$ cat src/rtl/fir_mdc_job_dispatcher_pkg.sv
// Shared constants and types for the FIR MDC job dispatcher:
// register offsets, the acquire-fail marker and the dispatcher state encoding.
package fir_mdc_package;

    localparam int unsigned REGFILE_N_EVT = 4;

    localparam logic [31:0] OFS_TRIGGER  = 32'h0000_0000;
    localparam logic [31:0] OFS_ACQUIRE  = 32'h0000_0004;
    localparam logic [31:0] OFS_STATUS   = 32'h0000_000C;
    localparam logic [31:0] OFS_JOB_WIN  = 32'h0000_0040;

    // Value returned by an acquire read when no job context is free
    localparam logic [31:0] ACQUIRE_FAIL = 32'hFFFF_FFFF;

    typedef enum logic [3:0] {
        DS_IDLE,
        DS_ACQ,
        DS_ACQ_RSP,
        DS_BACKOFF,
        DS_WR,
        DS_WR_RSP,
        DS_TRIG,
        DS_TRIG_RSP,
        DS_WAIT_EVT,
        DS_DONE
    } disp_state_e;

    // Address of job parameter word idx inside the job register window
    function automatic logic [31:0] job_win_addr(input logic [31:0] base, input int unsigned idx);
        return base + OFS_JOB_WIN + (32'(idx) << 2);
    endfunction

endpackage

$ cat src/rtl/fir_mdc_periph_master_port.sv
// Single-outstanding master port on the periph bus. The FSM holds a command
// steady until it is granted; the port tracks the one granted transaction and
// forwards only its response (r_id 0). abort_i drops req combinationally and
// forgets any pending response.
module fir_mdc_periph_master_port #(
    parameter int unsigned ID = 10
) (
    input  logic          clk_i,
    input  logic          rst_ni,
    input  logic          abort_i,
    input  logic          cmd_valid_i,
    output logic          cmd_ready_o,
    input  logic [31:0]   cmd_add_i,
    input  logic          cmd_wen_i,
    input  logic [31:0]   cmd_data_i,
    output logic          rsp_valid_o,
    output logic [31:0]   rsp_data_o,
    output logic          periph_req_o,
    input  logic          periph_gnt_i,
    output logic [31:0]   periph_add_o,
    output logic          periph_wen_o,
    output logic [3:0]    periph_be_o,
    output logic [31:0]   periph_data_o,
    output logic [ID-1:0] periph_id_o,
    input  logic [31:0]   periph_r_data_i,
    input  logic          periph_r_valid_i,
    input  logic [ID-1:0] periph_r_id_i
);

    logic pend_q, pend_d;

    // No new request while a granted transaction still awaits its response
    assign periph_req_o  = cmd_valid_i & ~pend_q & ~abort_i;
    assign periph_add_o  = periph_req_o ? cmd_add_i  : 32'h0;
    assign periph_wen_o  = periph_req_o ? cmd_wen_i  : 1'b1;
    assign periph_be_o   = periph_req_o ? 4'hF       : 4'h0;
    assign periph_data_o = periph_req_o ? cmd_data_i : 32'h0;
    assign periph_id_o   = '0;

    assign cmd_ready_o   = periph_req_o & periph_gnt_i;
    assign rsp_valid_o   = pend_q & periph_r_valid_i & (periph_r_id_i == '0) & ~abort_i;
    assign rsp_data_o    = periph_r_data_i;

    // Outstanding-transaction flag: set on grant, cleared on its response or abort
    always_comb begin
        pend_d = pend_q;
        if (abort_i)          pend_d = 1'b0;
        else if (cmd_ready_o) pend_d = 1'b1;
        else if (rsp_valid_o) pend_d = 1'b0;
    end

    // Pending flag register
    always_ff @(posedge clk_i or negedge rst_ni) begin
        if (!rst_ni) pend_q <= 1'b0;
        else         pend_q <= pend_d;
    end

endmodule

$ cat src/rtl/fir_mdc_job_dispatcher.sv
// Autonomous job initiator: acquires a context, writes the job parameters
// into the register window, triggers, waits for the completion event and
// reports done with the acquired job ID.
module fir_mdc_job_dispatcher
    import fir_mdc_package::*;
#(
    parameter int unsigned N_PARAMS       = 24,
    parameter logic [31:0] BASE_ADDR      = 32'h0000_0000,
    parameter int unsigned ID             = 10,
    parameter int unsigned BACKOFF_CYCLES = 16,
    parameter int unsigned EVT_IDX        = 0,
    parameter int unsigned N_EVT          = REGFILE_N_EVT
) (
    input  logic                  clk_i,
    input  logic                  rst_ni,
    input  logic                  clear_i,
    input  logic                  job_valid_i,
    output logic                  job_ready_o,
    input  logic [N_PARAMS*32-1:0] job_params_i,
    output logic                  done_o,
    output logic [7:0]            done_job_id_o,
    output logic                  busy_o,
    input  logic [N_EVT-1:0]      evt_i,
    output logic                  periph_req_o,
    input  logic                  periph_gnt_i,
    output logic [31:0]           periph_add_o,
    output logic                  periph_wen_o,
    output logic [3:0]            periph_be_o,
    output logic [31:0]           periph_data_o,
    output logic [ID-1:0]         periph_id_o,
    input  logic [31:0]           periph_r_data_i,
    input  logic                  periph_r_valid_i,
    input  logic [ID-1:0]         periph_r_id_i
);

    localparam int unsigned IDX_W = (N_PARAMS > 1) ? $clog2(N_PARAMS) : 1;
    localparam int unsigned BO_W  = (BACKOFF_CYCLES > 1) ? $clog2(BACKOFF_CYCLES + 1) : 1;

    disp_state_e                 state_q, state_d;
    logic [N_PARAMS-1:0][31:0]   params_q, params_d;
    logic [IDX_W-1:0]            idx_q, idx_d;
    logic [BO_W-1:0]             bo_q, bo_d;
    logic [7:0]                  job_id_q, job_id_d;
    logic                        evt_seen_q, evt_seen_d;

    logic        cmd_valid, cmd_ready, cmd_wen, rsp_valid, evt;
    logic [31:0] cmd_add, cmd_data, rsp_data;
    logic        unused_evt;

    assign evt        = evt_i[EVT_IDX];
    assign unused_evt = ^evt_i;

    assign job_ready_o   = (state_q == DS_IDLE);
    assign busy_o        = (state_q != DS_IDLE);
    assign done_o        = (state_q == DS_DONE);
    assign done_job_id_o = job_id_q;

    fir_mdc_periph_master_port #(.ID(ID)) u_port (
        .clk_i            (clk_i),
        .rst_ni           (rst_ni),
        .abort_i          (clear_i),
        .cmd_valid_i      (cmd_valid),
        .cmd_ready_o      (cmd_ready),
        .cmd_add_i        (cmd_add),
        .cmd_wen_i        (cmd_wen),
        .cmd_data_i       (cmd_data),
        .rsp_valid_o      (rsp_valid),
        .rsp_data_o       (rsp_data),
        .periph_req_o     (periph_req_o),
        .periph_gnt_i     (periph_gnt_i),
        .periph_add_o     (periph_add_o),
        .periph_wen_o     (periph_wen_o),
        .periph_be_o      (periph_be_o),
        .periph_data_o    (periph_data_o),
        .periph_id_o      (periph_id_o),
        .periph_r_data_i  (periph_r_data_i),
        .periph_r_valid_i (periph_r_valid_i),
        .periph_r_id_i    (periph_r_id_i)
    );

    // Dispatcher sequencing and bus command generation; clear overrides everything
    always_comb begin
        state_d    = state_q;
        params_d   = params_q;
        idx_d      = idx_q;
        bo_d       = bo_q;
        job_id_d   = job_id_q;
        evt_seen_d = evt_seen_q;
        cmd_valid  = 1'b0;
        cmd_add    = 32'h0;
        cmd_wen    = 1'b1;
        cmd_data   = 32'h0;
        unique case (state_q)
            DS_IDLE: if (job_valid_i) begin
                params_d = job_params_i;
                state_d  = DS_ACQ;
            end
            DS_ACQ: begin
                cmd_valid = 1'b1;
                cmd_add   = BASE_ADDR + OFS_ACQUIRE;
                if (cmd_ready) state_d = DS_ACQ_RSP;
            end
            DS_ACQ_RSP: if (rsp_valid) begin
                if (rsp_data == ACQUIRE_FAIL) begin
                    bo_d    = '0;
                    state_d = DS_BACKOFF;
                end else begin
                    job_id_d = rsp_data[7:0];
                    idx_d    = '0;
                    state_d  = DS_WR;
                end
            end
            DS_BACKOFF: begin
                bo_d = bo_q + 1'b1;
                if (32'(bo_q) == BACKOFF_CYCLES - 1) state_d = DS_ACQ;
            end
            DS_WR: begin
                cmd_valid = 1'b1;
                cmd_wen   = 1'b0;
                cmd_add   = job_win_addr(BASE_ADDR, 32'(idx_q));
                cmd_data  = params_q[idx_q];
                if (cmd_ready) state_d = DS_WR_RSP;
            end
            DS_WR_RSP: if (rsp_valid) begin
                if (32'(idx_q) == N_PARAMS - 1) begin
                    state_d = DS_TRIG;
                end else begin
                    idx_d   = idx_q + 1'b1;
                    state_d = DS_WR;
                end
            end
            DS_TRIG: begin
                cmd_valid  = 1'b1;
                cmd_wen    = 1'b0;
                cmd_add    = BASE_ADDR + OFS_TRIGGER;
                evt_seen_d = 1'b0;
                if (cmd_ready) state_d = DS_TRIG_RSP;
            end
            // An event coinciding with the trigger response is remembered
            DS_TRIG_RSP: if (rsp_valid) begin
                evt_seen_d = evt;
                state_d    = DS_WAIT_EVT;
            end
            DS_WAIT_EVT: if (evt || evt_seen_q) begin
                evt_seen_d = 1'b0;
                state_d    = DS_DONE;
            end
            DS_DONE: state_d = DS_IDLE;
            default: state_d = DS_IDLE;
        endcase
        if (clear_i) begin
            state_d    = DS_IDLE;
            params_d   = '0;
            idx_d      = '0;
            bo_d       = '0;
            job_id_d   = '0;
            evt_seen_d = 1'b0;
        end
    end

    // State, parameter buffer and counters
    always_ff @(posedge clk_i or negedge rst_ni) begin
        if (!rst_ni) begin
            state_q    <= DS_IDLE;
            params_q   <= '0;
            idx_q      <= '0;
            bo_q       <= '0;
            job_id_q   <= '0;
            evt_seen_q <= 1'b0;
        end else begin
            state_q    <= state_d;
            params_q   <= params_d;
            idx_q      <= idx_d;
            bo_q       <= bo_d;
            job_id_q   <= job_id_d;
            evt_seen_q <= evt_seen_d;
        end
    end

endmodule

$ cat config.mk
export PLATFORM = sky130hd
export DESIGN_NAME = fir_mdc_job_dispatcher
export DESIGN_NICKNAME = d
export VERILOG_FILES = /design/src/rtl/fir_mdc_job_dispatcher_pkg.sv /design/src/rtl/fir_mdc_periph_master_port.sv /design/src/rtl/fir_mdc_job_dispatcher.sv
export SDC_FILE = /design/constraint.sdc
export NUM_CORES = 1
export LEC_CHECK = 0
export CAP_MARGIN = 20
export CORE_AREA = 2 2 358 360
export CTS_CLUSTER_DIAMETER = 40
export DETAILED_ROUTE_END_ITERATION = 8
export DIE_AREA = 0 0 360 362
export PLACE_DENSITY = 0.5
export SLEW_MARGIN = 20
export SYNTH_ARGS = -nofsm -noshare
export SYNTH_HDL_FRONTEND = slang
export SYNTH_SLANG_ARGS = --single-unit
$ cat constraint.sdc
create_clock -name clk_i -period 3.95 [get_ports clk_i]
set_clock_uncertainty 0.2 [all_clocks]
set_input_delay 0.395 -clock clk_i [delete_from_list [all_inputs] [get_ports clk_i]]
set_output_delay 0.395 -clock clk_i [all_outputs]
set_load 0.02 [all_outputs]
==> results <==
- Power spread over the standard cell area amounts to 513 nW/um2.
- The clock period could shrink to 3.85 ns.
- In the final timing run, aggregate negative setup slack is 0 ns.
- The count of synthesis-stage warnings from yosys is 0.
- For this run, the slowest stage of the critical path takes 0.55 ns.
- The synthesized-area fraction occupied by ao, oa, aoi and oai cells is 21.0%.
- The normalized max-slew margin is 38.1%.
- The final layout contains routed wiring with a total length of 151000 um.
- After synthesis, the largest family of logic cells by area is compound AO/OA/AOI/OAI gates.
- Before CTS, the worst setup slack after placement is 0.486 ns.
- In the synthesized netlist, the number of instances is 2421.
- The worst setup slack after layout is 0.104 ns.
- 911 I/O pins were placed.
- The type of the most critical hold path is in2async.
- The worst hold margin is 0.0592 ns.
- The CTS clock-pin slew for the worst setup and hold paths is 0.05 ns.
- The highest achievable clock rate is 0.260 GHz.
- Setup repair after global routing left no endpoint under its margin.
- Of the total synthesized cell area, the portion taken by full adders, half adders and majority gates is 0.108%.
- The die covers 130000 um2.
- At the end of routability-driven placement, the weighted congestion stood at 0.801.
- The required time of the critical path is 3.36 ns.
- The number of antenna violations at the first check in global routing came to 37.
- The worst-case clock buffer depth is 3.
- On the critical path the largest part of the delay comes from buffers and inverters.
- In the layout the commonest cells are clkdlybuf4s50_1 (836), dfrtp_1 (789), a22o_1 (770).
- The remaining routing DRC violations is 0.
- At the later pin of the worst-skew pair, clock insertion delay measures 0.77 ns.
- The count of TritonRoute iterations in the first routing pass is 5.
- Of the cells placed in the final design, the portion with a size suffix greater than 1 is 15.7%.
- The type of the worst setup path is reg2out.
- The global-route usage over all layers is 22.9%.
- The HPWL after detailed placement is 111000 um.
- The synthesized design contains 792 register bits.
- The TritonCTS clock tree is yes.
- The post-route antenna net violation count is 0.
- The final count of hold timing violations is 0.
- Traced cell by cell, the critical path runs through buf_12 > buf_16 > buf_12 > mux4_2 > nand2_1 > nand2_1 > nand2_1 > o221ai_1 > buf_12.
- STA classifies the critical path startpoint as a flop.
- After global routing the overflow that remains totals 0.
- Summing the areas of all and, or, nand and nor instances in the mapped netlist gives 3.04% of the synthesized area.
- The arrival time at the worst endpoint is 3.25 ns.
- The fraction of the yosys area taken by sequential cells is 57.1%.
- The initialized floorplan defines 131 standard-cell rows.
- The fraction of synthesis flops using an asynchronous set or reset pin is 100%.
- The mean instance size in the synthesized netlist is 14.3 um2.
- In this run the tool buffered the top-level ports with 871 buffer cells.
- The number of different library cells used by synthesis comes to 56.
- The library cell used most frequently in the layout, excluding fill and tap cells, is clkdlybuf4s50_1.
- The worst register-to-register path ends at idx_q[0]$_DFFE_PN0P_.
- The number of clock buffers inserted by TritonCTS is 141.
- The die span in y is 362 um.
- The largest voltage drop on the vdd net is 0.000351 V.
- The final critical path takes up 97.4% of the cycle.
- The number of levels in the clock H-tree is 4.
- Across the whole layout, storage elements account for 19800 um2.
- For this design the static power due to leakage is 25.0 nW.
- Once the floorplan was initialized, standard cells occupied 27.4% of the core.
- The number of cells on the worst reg-to-reg path is 9.
- The layout has 11500 filler cells.
- The layout net count is 4720.
- The share of cell area taken by muxes after synthesis is 14.7%.
- The worst setup path is captured at an output pin.
- The total number of vias is 28600.
- The worst-path cell with the longest stage delay is mux4_2.
- In this run, the number of DRC markers left after iteration 0 of detailed routing was 2248.
- The clock root buffer is clkbuf_16.
- The multi-input gate area in the final layout is 13700 um2.
- The number of buffer and inverter instances along the worst setup path is 4.
- The commonest register cell after synthesis is dfrtp_1.
- From synthesis to final layout, the design area changed by 63.9%.
- The first global-routing pass estimated 216000 um of wire.
- The clock net in this run drives a total of 792 sinks.
- The number of pins exceeding their max-slew limit in the final report was 0.
- The maximum fanout along the worst path is 16.
- Summing the areas of all xor and xnor instances in the mapped netlist gives 0.0252% of the synthesized area.
- Max-cap violations in this run came to 0.
- The total standard cell area after synthesis is 34700 um2.
- The slew at the pin closest to its max-slew limit is 0.928 ns.
- The register-to-register setup slack is 0.79 ns.
- In the routed layout, each cell is associated on average with a via count of 5.02.
- The startpoint of the worst-slack reg-to-reg timing path is idx_q[1]$_DFFE_PN0P_.
- The average wire per cell in the routed design is 26.6 um.
- The run finished with clean final reports.
- The number of flops mapped to enable cells by yosys is 0.
- The total setup violations reported at the end of the flow is 0.
- Entering global routing, the biggest net connects 105 pins.
- The floorplan core area is 127000 um2.
- The number of global-route vias before repair came to 30600.
- Measured along the x axis, the die boundary spans 360 um.
==> worst register-to-register path, delay by kind of cell, from the launching register on <==
kind	cells	cell delay (ns)
AOI/OAI and AO/OA	2	0.32
adders and majority gates	1	0.24
buffers and inverters	3	0.54
DFF	1	0.55
muxes	1	0.36
and+or+nand+nor	2	0.83
==> Yosys cell counts, types with 2 or more instances <==
master / n / area (um2)
buf_4: 44 / 330
ha_1: 3 / 37.5
buf_1: 36 / 135
nand2_1: 142 / 533
a21oi_1: 5 / 25.0
and2_1: 6 / 37.5
nor2b_1: 4 / 25.0
clkbuf_1: 118 / 443
o21ai_0: 6 / 30.0
a311o_1: 2 / 20.0
and3_1: 7 / 43.8
nor4_4: 2 / 42.5
nand2b_1: 3 / 18.8
inv_1: 11 / 41.3
or3_1: 4 / 25.0
nor2_1: 17 / 63.8
mux2i_1: 72 / 721
a22o_1: 770 / 6740
a31oi_1: 3 / 18.8
nor3_1: 5 / 25.0
dfrtp_1: 792 / 19800
o22ai_1: 2 / 12.5
nand4_1: 9 / 56.3
nor4_1: 2 / 12.5
mux4_2: 194 / 4370
nor4_2: 2 / 25.0
a41o_1: 3 / 30.0
o221ai_1: 30 / 263
nand3_1: 11 / 55.1
o21a_1: 2 / 15.0
buf_2: 89 / 445
==> per-stage QoR <==
stage / utilization (%) / total power [mW] / area [um2] / cells
floorplan: - / 13.3 / 34800 / 2456
global placement: 36.1 / 16.0 / 45700 / 4814
detailed placement: 36.1 / 16.0 / 45700 / 4814
CTS: 44.8 / 29.5 / 56800 / 5674
global route: 44.9 / 30.4 / 56900 / 5691
finish: 44.9 / 29.2 / 56900 / 5692
==> state kept, by name, summed over array words and instances (netlist names) <==
name / cells
params_q: 768
done_job_id_o: 8
bo_q: 5
idx_q: 5
state_q: 4
evt_seen_q: 1
u_port.pend_q: 1
==> cell families after synthesis <==
logic type,after synthesis
AOI/OAI and AO/OA,834
xor gates and xnor gates,1
adders and majority gates,3
buffers and inverters,300
DFF,792
muxes,267
other,1
and+or+nand+nor,223
==> layout make-up <==
cell class / instances / area share (%)
Sequential cell: 792 / 34.8
Timing Repair Buffer: 1586 / 28.5
Multi-Input combinational cell: 1364 / 24.1
Clock buffer: 176 / 6.84
Tap cell: 1662 / 3.65
Clock inverter: 82 / 1.92
Inverter: 12 / 0.0880
Antenna cell: 18 / 0.0792
==> metal layers <==
| metal | wire length, um | GRT usage, % | up-vias |
|---|---|---|---|
| li1 | - | - | 12600 |
| met1 | 63700 | 29.4 | 14600 |
| met2 | 72100 | 36.8 | 1070 |
| met3 | 9570 | 5.80 | 228 |
| met4 | 5750 | 9.32 | 26 |
| met5 | 172 | 0 | - |
==> worst max-delay path by stage <==
| stage | startpoint | endpoint | slack (ns) | cells after the start |
|---|---|---|---|---|
| final | idx_q[0]$_DFFE_PN0P_ | periph_data_o[9] | 0.10 | 9 |
| after global routing | idx_q[0]$_DFFE_PN0P_ | periph_data_o[7] | 0.01 | 6 |
| after detailed placement | idx_q[0]$_DFFE_PN0P_ | periph_data_o[28] | 0.49 | 6 |
| after global placement | idx_q[0]$_DFFE_PN0P_ | periph_data_o[28] | 0.50 | 6 |
| after floorplan | state_q[2]$_DFFE_PN0P_ | periph_be_o[0] | 0.99 | 6 |
| after CTS | idx_q[2]$_DFFE_PN0P_ | periph_data_o[5] | 0.004 | 5 |
==> power by group <==
group / switching [mW] / internal [mW] / total [mW]
Sequential: 0.870 / 9.57 / 10.4
Combinational: 2.90 / 3.09 / 5.99
Clock: 4.52 / 8.24 / 12.8
==> repair_timing <==
| action | 4_1_cts | 5_1_grt |
|---|---|---|
| hold buffers | 595 | 0 |
| endpoints found under the hold margin | 668 | 0 |
| setup buffers | 7 | 0 |
| setup endpoints to repair | 31 | 5 |
| resized for setup | 31 | 7 |
No activity file was read; power rests on OpenSTA's default activity.
